**config.mk**
```make
export PLATFORM = sky130hd
export DESIGN_NAME = fpunpk_norm
export DESIGN_NICKNAME = d
export VERILOG_FILES = /design/src/rtl/fpunpk_norm.sv
export SDC_FILE = /design/constraint.sdc
export NUM_CORES = 1
export LEC_CHECK = 0
export ABC_AREA = 1
export ABC_CLOCK_PERIOD_IN_PS = 15920
export CELL_PAD_IN_SITES_DETAIL_PLACEMENT = 1
export CELL_PAD_IN_SITES_GLOBAL_PLACEMENT = 1
export CORE_MARGIN = 8
export CORE_UTILIZATION = 39
export CTS_CLUSTER_DIAMETER = 60
export DETAILED_ROUTE_END_ITERATION = 8
export PLACE_DENSITY_LB_ADDON = 0.1
export SLEW_MARGIN = 20
export SYNTH_ARGS = -nofsm -noshare
export SYNTH_HDL_FRONTEND = slang
export SYNTH_SLANG_ARGS = --single-unit
```
**constraint.sdc**
```tcl
create_clock -name clk -period 15.92 [get_ports clk]
set_input_delay 3.184 -clock clk [delete_from_list [all_inputs] [get_ports clk]]
set_output_delay 3.184 -clock clk [all_outputs]
set_load 0.005 [all_outputs]
```
**src/rtl/fpunpk_norm.sv**
```systemverilog
// fpunpk_norm: expands a packed single (32), double (64) or extended (80)
// operand into sign, a 17-bit two's-complement exponent with bias 16383, a
// 64-bit significand with an explicit integer bit, and a one-hot class.
// Denormal inputs are normalized STEP bits per cycle in the NORM state.
// Build option FPUNPK_FAST_DENORM_EN replaces the iterative normalization with
// a full leading-zero count and barrel shift at decode. In that build every
// operand has 1-cycle latency and STEP is unused. Results are identical in
// both builds.
module fpunpk_norm #(
    parameter int STEP = 8
) (
    input  logic        clk,
    input  logic        rst,
    input  logic        flush,
    input  logic        in_valid,
    output logic        in_ready,
    input  logic [79:0] in_data,
    input  logic        isDBL,
    input  logic        isEXT,
    output logic        out_valid,
    input  logic        out_ready,
    output logic        out_sign,
    output logic [16:0] out_exp,
    output logic [63:0] out_mant,
    output logic [4:0]  out_cls
);

    localparam logic [4:0] CLS_SNAN = 5'b10000;
    localparam logic [4:0] CLS_QNAN = 5'b01000;
    localparam logic [4:0] CLS_INF  = 5'b00100;
    localparam logic [4:0] CLS_DEN  = 5'b00010;
    localparam logic [4:0] CLS_ZERO = 5'b00001;

`ifdef FPUNPK_FAST_DENORM_EN
    typedef enum logic [1:0] {IDLE, DONE} state_t;
`else
    typedef enum logic [1:0] {IDLE, NORM, DONE} state_t;
`endif

    state_t state;

    // Leading-zero count of a 64-bit word; 64 when the word is zero.
    function automatic logic [6:0] lzc64(input logic [63:0] v);
        logic [6:0] n;
        n = 7'd64;
        for (int i = 0; i < 64; i++) begin
            if (v[i]) n = 7'(63 - i);
        end
        return n;
    endfunction

    logic        dec_sign;
    logic [16:0] dec_exp;
    logic [63:0] dec_mant;
    logic [4:0]  dec_cls;
    logic        dec_norm;   // decoded significand still lacks its integer bit

    // Field extraction and classification of the operand on in_data.
    always_comb begin
        dec_sign = 1'b0;
        dec_exp  = '0;
        dec_mant = '0;
        dec_cls  = CLS_ZERO;
        dec_norm = 1'b0;
        if (isEXT) begin
            dec_sign = in_data[79];
            if (in_data[78:64] == 15'h0) begin
                if (in_data[63:0] != 64'h0) begin
                    dec_cls  = CLS_DEN;
                    dec_exp  = 17'd1;
                    dec_mant = in_data[63:0];
                    dec_norm = !in_data[63];
                end
            end else begin
                dec_exp  = {2'b00, in_data[78:64]};
                dec_mant = in_data[63:0];
                if (!in_data[63])
                    dec_cls = CLS_SNAN;             // unnormal or pseudo-NaN/inf
                else if (in_data[78:64] != 15'h7FFF)
                    dec_cls = 5'b00000;
                else if (in_data[62:0] == 63'h0)
                    dec_cls = CLS_INF;
                else
                    dec_cls = in_data[62] ? CLS_QNAN : CLS_SNAN;
            end
        end else if (isDBL) begin
            dec_sign = in_data[63];
            if (in_data[62:52] == 11'h0) begin
                if (in_data[51:0] != 52'h0) begin
                    dec_cls  = CLS_DEN;
                    dec_exp  = 17'd15361;
                    dec_mant = {1'b0, in_data[51:0], 11'b0};
                    dec_norm = 1'b1;
                end
            end else begin
                dec_mant = {1'b1, in_data[51:0], 11'b0};
                if (in_data[62:52] == 11'h7FF) begin
                    dec_exp = 17'h07FFF;
                    if (in_data[51:0] == 52'h0) dec_cls = CLS_INF;
                    else dec_cls = in_data[51] ? CLS_QNAN : CLS_SNAN;
                end else begin
                    dec_exp = {6'b0, in_data[62:52]} + 17'd15360;
                    dec_cls = 5'b00000;
                end
            end
        end else begin
            dec_sign = in_data[31];
            if (in_data[30:23] == 8'h0) begin
                if (in_data[22:0] != 23'h0) begin
                    dec_cls  = CLS_DEN;
                    dec_exp  = 17'd16257;
                    dec_mant = {1'b0, in_data[22:0], 40'b0};
                    dec_norm = 1'b1;
                end
            end else begin
                dec_mant = {1'b1, in_data[22:0], 40'b0};
                if (in_data[30:23] == 8'hFF) begin
                    dec_exp = 17'h07FFF;
                    if (in_data[22:0] == 23'h0) dec_cls = CLS_INF;
                    else dec_cls = in_data[22] ? CLS_QNAN : CLS_SNAN;
                end else begin
                    dec_exp = {9'b0, in_data[30:23]} + 17'd16256;
                    dec_cls = 5'b00000;
                end
            end
        end
    end

    logic [16:0] ld_exp;
    logic [63:0] ld_mant;
    state_t      ld_state;

`ifdef FPUNPK_FAST_DENORM_EN
    logic [6:0] dec_lz;

    // Full normalization at decode so every operand goes straight to DONE.
    always_comb begin
        dec_lz   = lzc64(dec_mant);
        ld_exp   = dec_norm ? dec_exp - 17'(dec_lz) : dec_exp;
        ld_mant  = dec_norm ? dec_mant << dec_lz : dec_mant;
        ld_state = DONE;
    end
`else
    logic [6:0]  norm_lz;
    logic [6:0]  norm_sh;
    logic [63:0] norm_mant;

    // Decoded values load as is; denormals continue in NORM.
    always_comb begin
        ld_exp   = dec_exp;
        ld_mant  = dec_mant;
        ld_state = dec_norm ? NORM : DONE;
    end

    // One normalization step: shift by the leading-zero count, capped at STEP.
    always_comb begin
        norm_lz   = lzc64(out_mant);
        norm_sh   = (norm_lz > 7'(STEP)) ? 7'(STEP) : norm_lz;
        norm_mant = out_mant << norm_sh;
    end
`endif

    assign out_valid = (state == DONE);
    assign in_ready  = (state == IDLE) || ((state == DONE) && out_ready);

    // Control FSM and result registers; rst outranks flush, flush outranks accept.
    always_ff @(posedge clk) begin
        if (rst || flush) begin
            state    <= IDLE;
            out_sign <= 1'b0;
            out_exp  <= '0;
            out_mant <= '0;
            out_cls  <= '0;
        end else begin
            case (state)
                IDLE: begin
                    if (in_valid) begin
                        state    <= ld_state;
                        out_sign <= dec_sign;
                        out_exp  <= ld_exp;
                        out_mant <= ld_mant;
                        out_cls  <= dec_cls;
                    end
                end
`ifndef FPUNPK_FAST_DENORM_EN
                NORM: begin
                    out_mant <= norm_mant;
                    out_exp  <= out_exp - 17'(norm_sh);
                    if (norm_mant[63]) state <= DONE;
                end
`endif
                DONE: begin
                    if (out_ready) begin
                        if (in_valid) begin
                            state    <= ld_state;
                            out_sign <= dec_sign;
                            out_exp  <= ld_exp;
                            out_mant <= ld_mant;
                            out_cls  <= dec_cls;
                        end else begin
                            state    <= IDLE;
                            out_sign <= 1'b0;
                            out_exp  <= '0;
                            out_mant <= '0;
                            out_cls  <= '0;
                        end
                    end
                end
                default: state <= IDLE;
            endcase
        end
    end

endmodule

```
Yosys cells after proc, flatten, opt, wreduce, memory -nomap -nowiden
Index checks and enable logic that the tools add are counted.

word-level totals
  output and inout port bits = 89
  word-level logic and storage cells = 170
  flip-flop bits (word level) = 89
  input port bits = 87

operators by class
  eq/ne operators = 8
  reduce and logical (&&, ||, !) cells = 19
  multiplexer cells = 133
  order comparisons = 1
  shifts and indexed selects = 1
  add/subtract/negate cells = 3

operators by type and width
  operator                  number
  $mux W64                  9
  $mux W7                   65
  $pmux W64 S3              1
  $mux W17                  8
  $mux W63                  2
  $mux W5                   18
  $reduce_bool A64 Y1       1
  $shl A64 B7 Y64           1
  $logic_not A63 Y1         1
  $logic_not A52 Y1         1
  $reduce_bool A52 Y1       1
  $pmux W17 S3              1
  $mux W15                  2
  $mux W14                  2
  $logic_not A23 Y1         1
  $reduce_bool A23 Y1       1
  $sub A17 B7 Y17           1
  $mux W2                   8
  $add A11 B14 Y15 const B  1
  $add A8 B14 Y15 const B   1
  $logic_not A15 Y1         1
  $ne A15 B15 Y1 const B    1
  $mux W1                   14
  $eq A11 B11 Y1 const B    1
  18 further kinds          22

Depth between registers and ports, before layout
  depth after elaboration = 69
  gate-level depth with buffers = 88
  gate-level depth less buffers = 86

Least setup slack after synthesis
No wires, ideal clock.

  kind = input port to output port
  from = input port out_ready
  to = output port in_ready
  stages = 1
  setup slack = 9.388 ns
  arrival = 3.348 ns
  data required time = 12.736 ns
  path buffers = 0
  cells stage by stage = a21o_1

on the way
  longest elaborated chain between the ends = 2

ends and longest elaborated chain
  item                 RTL line  text
  start: declaration   21        input logic out_ready,
  $logic_and A1 B1 Y1  164       assign in_ready = (state == IDLE) || ((state == DONE) && out_ready);
  $logic_or A1 B1 Y1   164
  end: declaration     16        output logic in_ready,

Every way passes these cells.

Final worst setup path
  from = register out_mant[0]
  to = register out_exp[14]

on the way
  longest elaborated chain between the ends = 68

ends and longest elaborated chain
  item                        RTL line  text
  start: declaration          24        output logic [63:0] out_mant,
  start signal: assignment    181       out_mant <= ld_mant;
  start signal: assignment    187       out_mant <= norm_mant;
  start signal: assignment    198       out_mant <= ld_mant;
  $mux W7 (*) (64 in series)  47        if (v[i]) n = 7'(63 - i);
  $gt A7 B4 Y1                158       norm_sh = (norm_lz > 7'(STEP)) ? 7'(STEP) : norm_lz;
  $mux W7 (*)                 158
  $sub A17 B7 Y17 (*)         188       out_exp <= out_exp - 17'(norm_sh);
  $pmux W17 S3 (*)            175       case (state)
  end signal: assignment      180       out_exp <= ld_exp;
  end signal: assignment      188
  end signal: assignment      197       out_exp <= ld_exp;
  end: declaration            23        output logic [16:0] out_exp,

Mark *: on every way between the ends. The rest lies on a longest branch, timed or not.
A chain may end at the register's enable or synchronous reset.

==> results.yml <==
grt:
  grt_pass1_vias: 12742
  grt_usage_pct: 30.7
  grt_overflow: 0
  grt_pass1_wl_mm: 71.1
  antenna_found_initial: 1
  grt_max_degree: 97
timing:
  setup_tns_ns: 0
  drv_slew: 0
  worst_pin_slew_ns: 1.03
  rsz0062_at_grt: "no"
  hold_violations: 0
  fmax_mhz: 120
  slew-limit-headroom_pct: 31.1
  finalClockSkew_ns: 0.0107
  min_period_over_period_pct: 52.3
  setup_viol: 0
  period_needed_ns: 8.33
clock_network:
  cts_resized: 0
  insertion_delay_ns: 0.37
  path_clk_slew_ns: 0.08
  htree_num_levels: 3
  cts_hold_buf: 0
  cts_made_buffers: 9
  clock_path_buffers: 2
  cts_tree: "built"
  post_cts_buffers: 0
  cts_sinks: 89
  clockRootBuffer: "clkbuf_16"
layout:
  fillers: 3489
  layout_common_cells: "429 x nand3_1, 380 x nand2_1, 226 x inv_1"
  nets: 1915
  area_growth_pct: 21.9
  drive_above_1_share_pct: 2.53
  diodes: 0
  final_util_pct: 48.1
  fin_cells: 2145
  mostFrequentLayoutCell: "nand3_1"
drt:
  vias_per_cell: 5.98
  route.detailed.drc: 0
  antenna_left: 0
  wl_mm: 46.1
  drtIter0Drc: 1283
  first_pass_iters: 6
  num_vias: 12835
  routedWlPerCell_microns: 21.5
setup_path:
  crit_family: "simple AND/OR/NAND/NOR gates"
  criticalPathCategory: "flop to flop"
  crit_path_frequent_cell: "nand2_1"
  cp-end-kind: "flop"
  critPathMaxFanout: 73
  cp_slowest_stage_delay_ns: 0.88
  cp_slowest_cell: "nand3_4"
  crit_buf_inv: 3
  critPathRequiredTime_ns: 16.20
  start_kind: "flop"
  critPathArrivalTime_ns: 8.60
floorplan:
  core_region_area_sq_um: 24100
  dieArea_sq_um: 29600
  num_rows: 57
  start_util_pct: 39.4
  ios: 176
  die_h_microns: 172
  die_w_microns: 172
power_and_ir_drop:
  ir_worst_vdd_mv: 0.0562
  power_density_nw_per_um2: 103
  clkPwrFrac_pct: 19.4
  power_mw: 1.19
  intPower_mw: 0.567
  seq_power_share_pct: 21.0
  p_leak_nw: 5.33
  switching_share_pct: 52.4
  power_frac_comb_pct: 59.6
  power.switching_mw: 0.624
synthesis:
  async_flop_share_pct: 0
  synth_edf_count: 0
  yosys_warnings: 0
  synthFlopType: "dfxtp_1"
  ys_seq_area_share_pct: 18.7
  synth.distinct_cells: 46
  synth_cells: 1730
  syn_area_sq_um: 9510
  ys_seq_elements: 89
  syn_area_per_cell_sq_um: 5.50
outcome:
  status: "completed"
placement:
  io_buffers: 175
  dp_hpwl_mm: 35.2
  place_congestion: 0.938
  placed_cells: 2129
flow_run:
  maxCapViolations: 0
hold_path:
  min_path_type: "flop to flop"
[Yosys cell counts (2+ instances only)]
library cell / number / share of area (%)
nor2_1: 53 / 2.1
nand4_1: 53 / 3.5
nand3_1: 429 / 23
o21ai_0: 92 / 4.8
xnor2_1: 2 / 0.18
dfxtp_1: 89 / 19
a31oi_1: 17 / 1.1
nand2_1: 381 / 15
a221oi_1: 2 / 0.18
inv_2: 2 / 0.079
nor3_1: 11 / 0.58
ha_1: 11 / 1.4
nor4_1: 21 / 1.4
xor2_1: 7 / 0.64
buf_2: 16 / 0.84
clkbuf_1: 88 / 3.5
o22ai_1: 27 / 1.8
a21oi_1: 139 / 7.3
o211ai_1: 13 / 1.0
nand2_2: 2 / 0.13
and2_1: 2 / 0.13
buf_6: 4 / 0.47
o221ai_1: 7 / 0.64
buf_4: 7 / 0.55
or2_2: 2 / 0.13
o31ai_1: 2 / 0.16
mux2i_1: 2 / 0.21
a22oi_1: 2 / 0.16
o311ai_0: 2 / 0.18
inv_1: 228 / 9.0
clkinv_1: 2 / 0.079
[sequential cells by signal, summed over array words and instances, names as in the netlist]
| signal | cells |
|---|---|
| state | 2 |
| out_sign | 1 |
| out_exp | 17 |
| out_mant | 64 |
| out_cls | 5 |
[worst paths after layout]
check | slack [ns] | startpoint | end | depth (start not counted)
hold reg to reg | 0.48 | out_cls[2] | out_cls[2] | 2
hold / removal | 0.48 | out_cls[2] | out_cls[2] | 2
setup reg to reg | 7.59 | out_mant[0] | out_exp[14] | 80
setup / recovery | 7.59 | out_mant[0] | out_exp[14] | 80
[power groups by stage]
stage	Combinational, mW	Sequential, mW	Clock, mW
2_1_floorplan	0.490	0.252	0
3_3_place_gp	0.682	0.254	0
3_5_place_dp	0.695	0.255	0
4_1_cts	0.699	0.250	0.235
5_1_grt	0.780	0.252	0.243
6_report	0.709	0.250	0.231
[layer usage]
layer	up-vias	routed length (microns)	GRT usage, %
li1	6038	-	-
met5	-	11	0
met3	86	3260	4.47
met2	551	21500	50.8
met1	6158	19700	39.8
met4	2	1670	12.1
[stage by stage]
| step | hold WS [ns] | setup WS [ns] | instance area (sq um) |
|---|---|---|---|
| after floorplan | 0.462 | 9.39 | 9510 |
| after CTS | 0.480 | 7.62 | 11600 |
| after global routing | 0.501 | 6.51 | 11600 |
| final | 0.476 | 7.59 | 11600 |
| after detailed placement | 0.468 | 7.67 | 11300 |
| after global placement | 0.455 | 7.95 | 11300 |
[worst register-to-register path, delay by kind of cell (launching register included)]
family	cells	cell delay [ns]
simple gates	69	5.63
buf+inv	3	0.83
compound gates	6	0.82
fa+ha+maj	2	0.51
flops	1	0.47
[cell type report]
type | count | area, sq um | share of cell area, %
timing repair buffer | 189 | 1850 | 16.0
clock buffer | 9 | 225 | 1.94
sequential | 89 | 1780 | 15.4
clock inverter | 7 | 75.1 | 0.648
inverter | 233 | 880 | 7.59
tap | 324 | 405 | 3.50
multi-input combinational | 1294 | 6370 | 55.0
[kinds of logic (layout without fill, tap and decap cells)]
group           Yosys count  count (layout)  synth area share [%]
buf+inv                 349             438                  14.6
fa+ha+maj                12              12                  1.66
xor+xnor                  9               9                 0.829
other cells               1               3                0.0394
simple gates            959             959                  46.0
flops                    89              89                  18.7
mux                       2               2                 0.211
compound gates          309             309                  17.9
(Power assumes the default switching activity.)
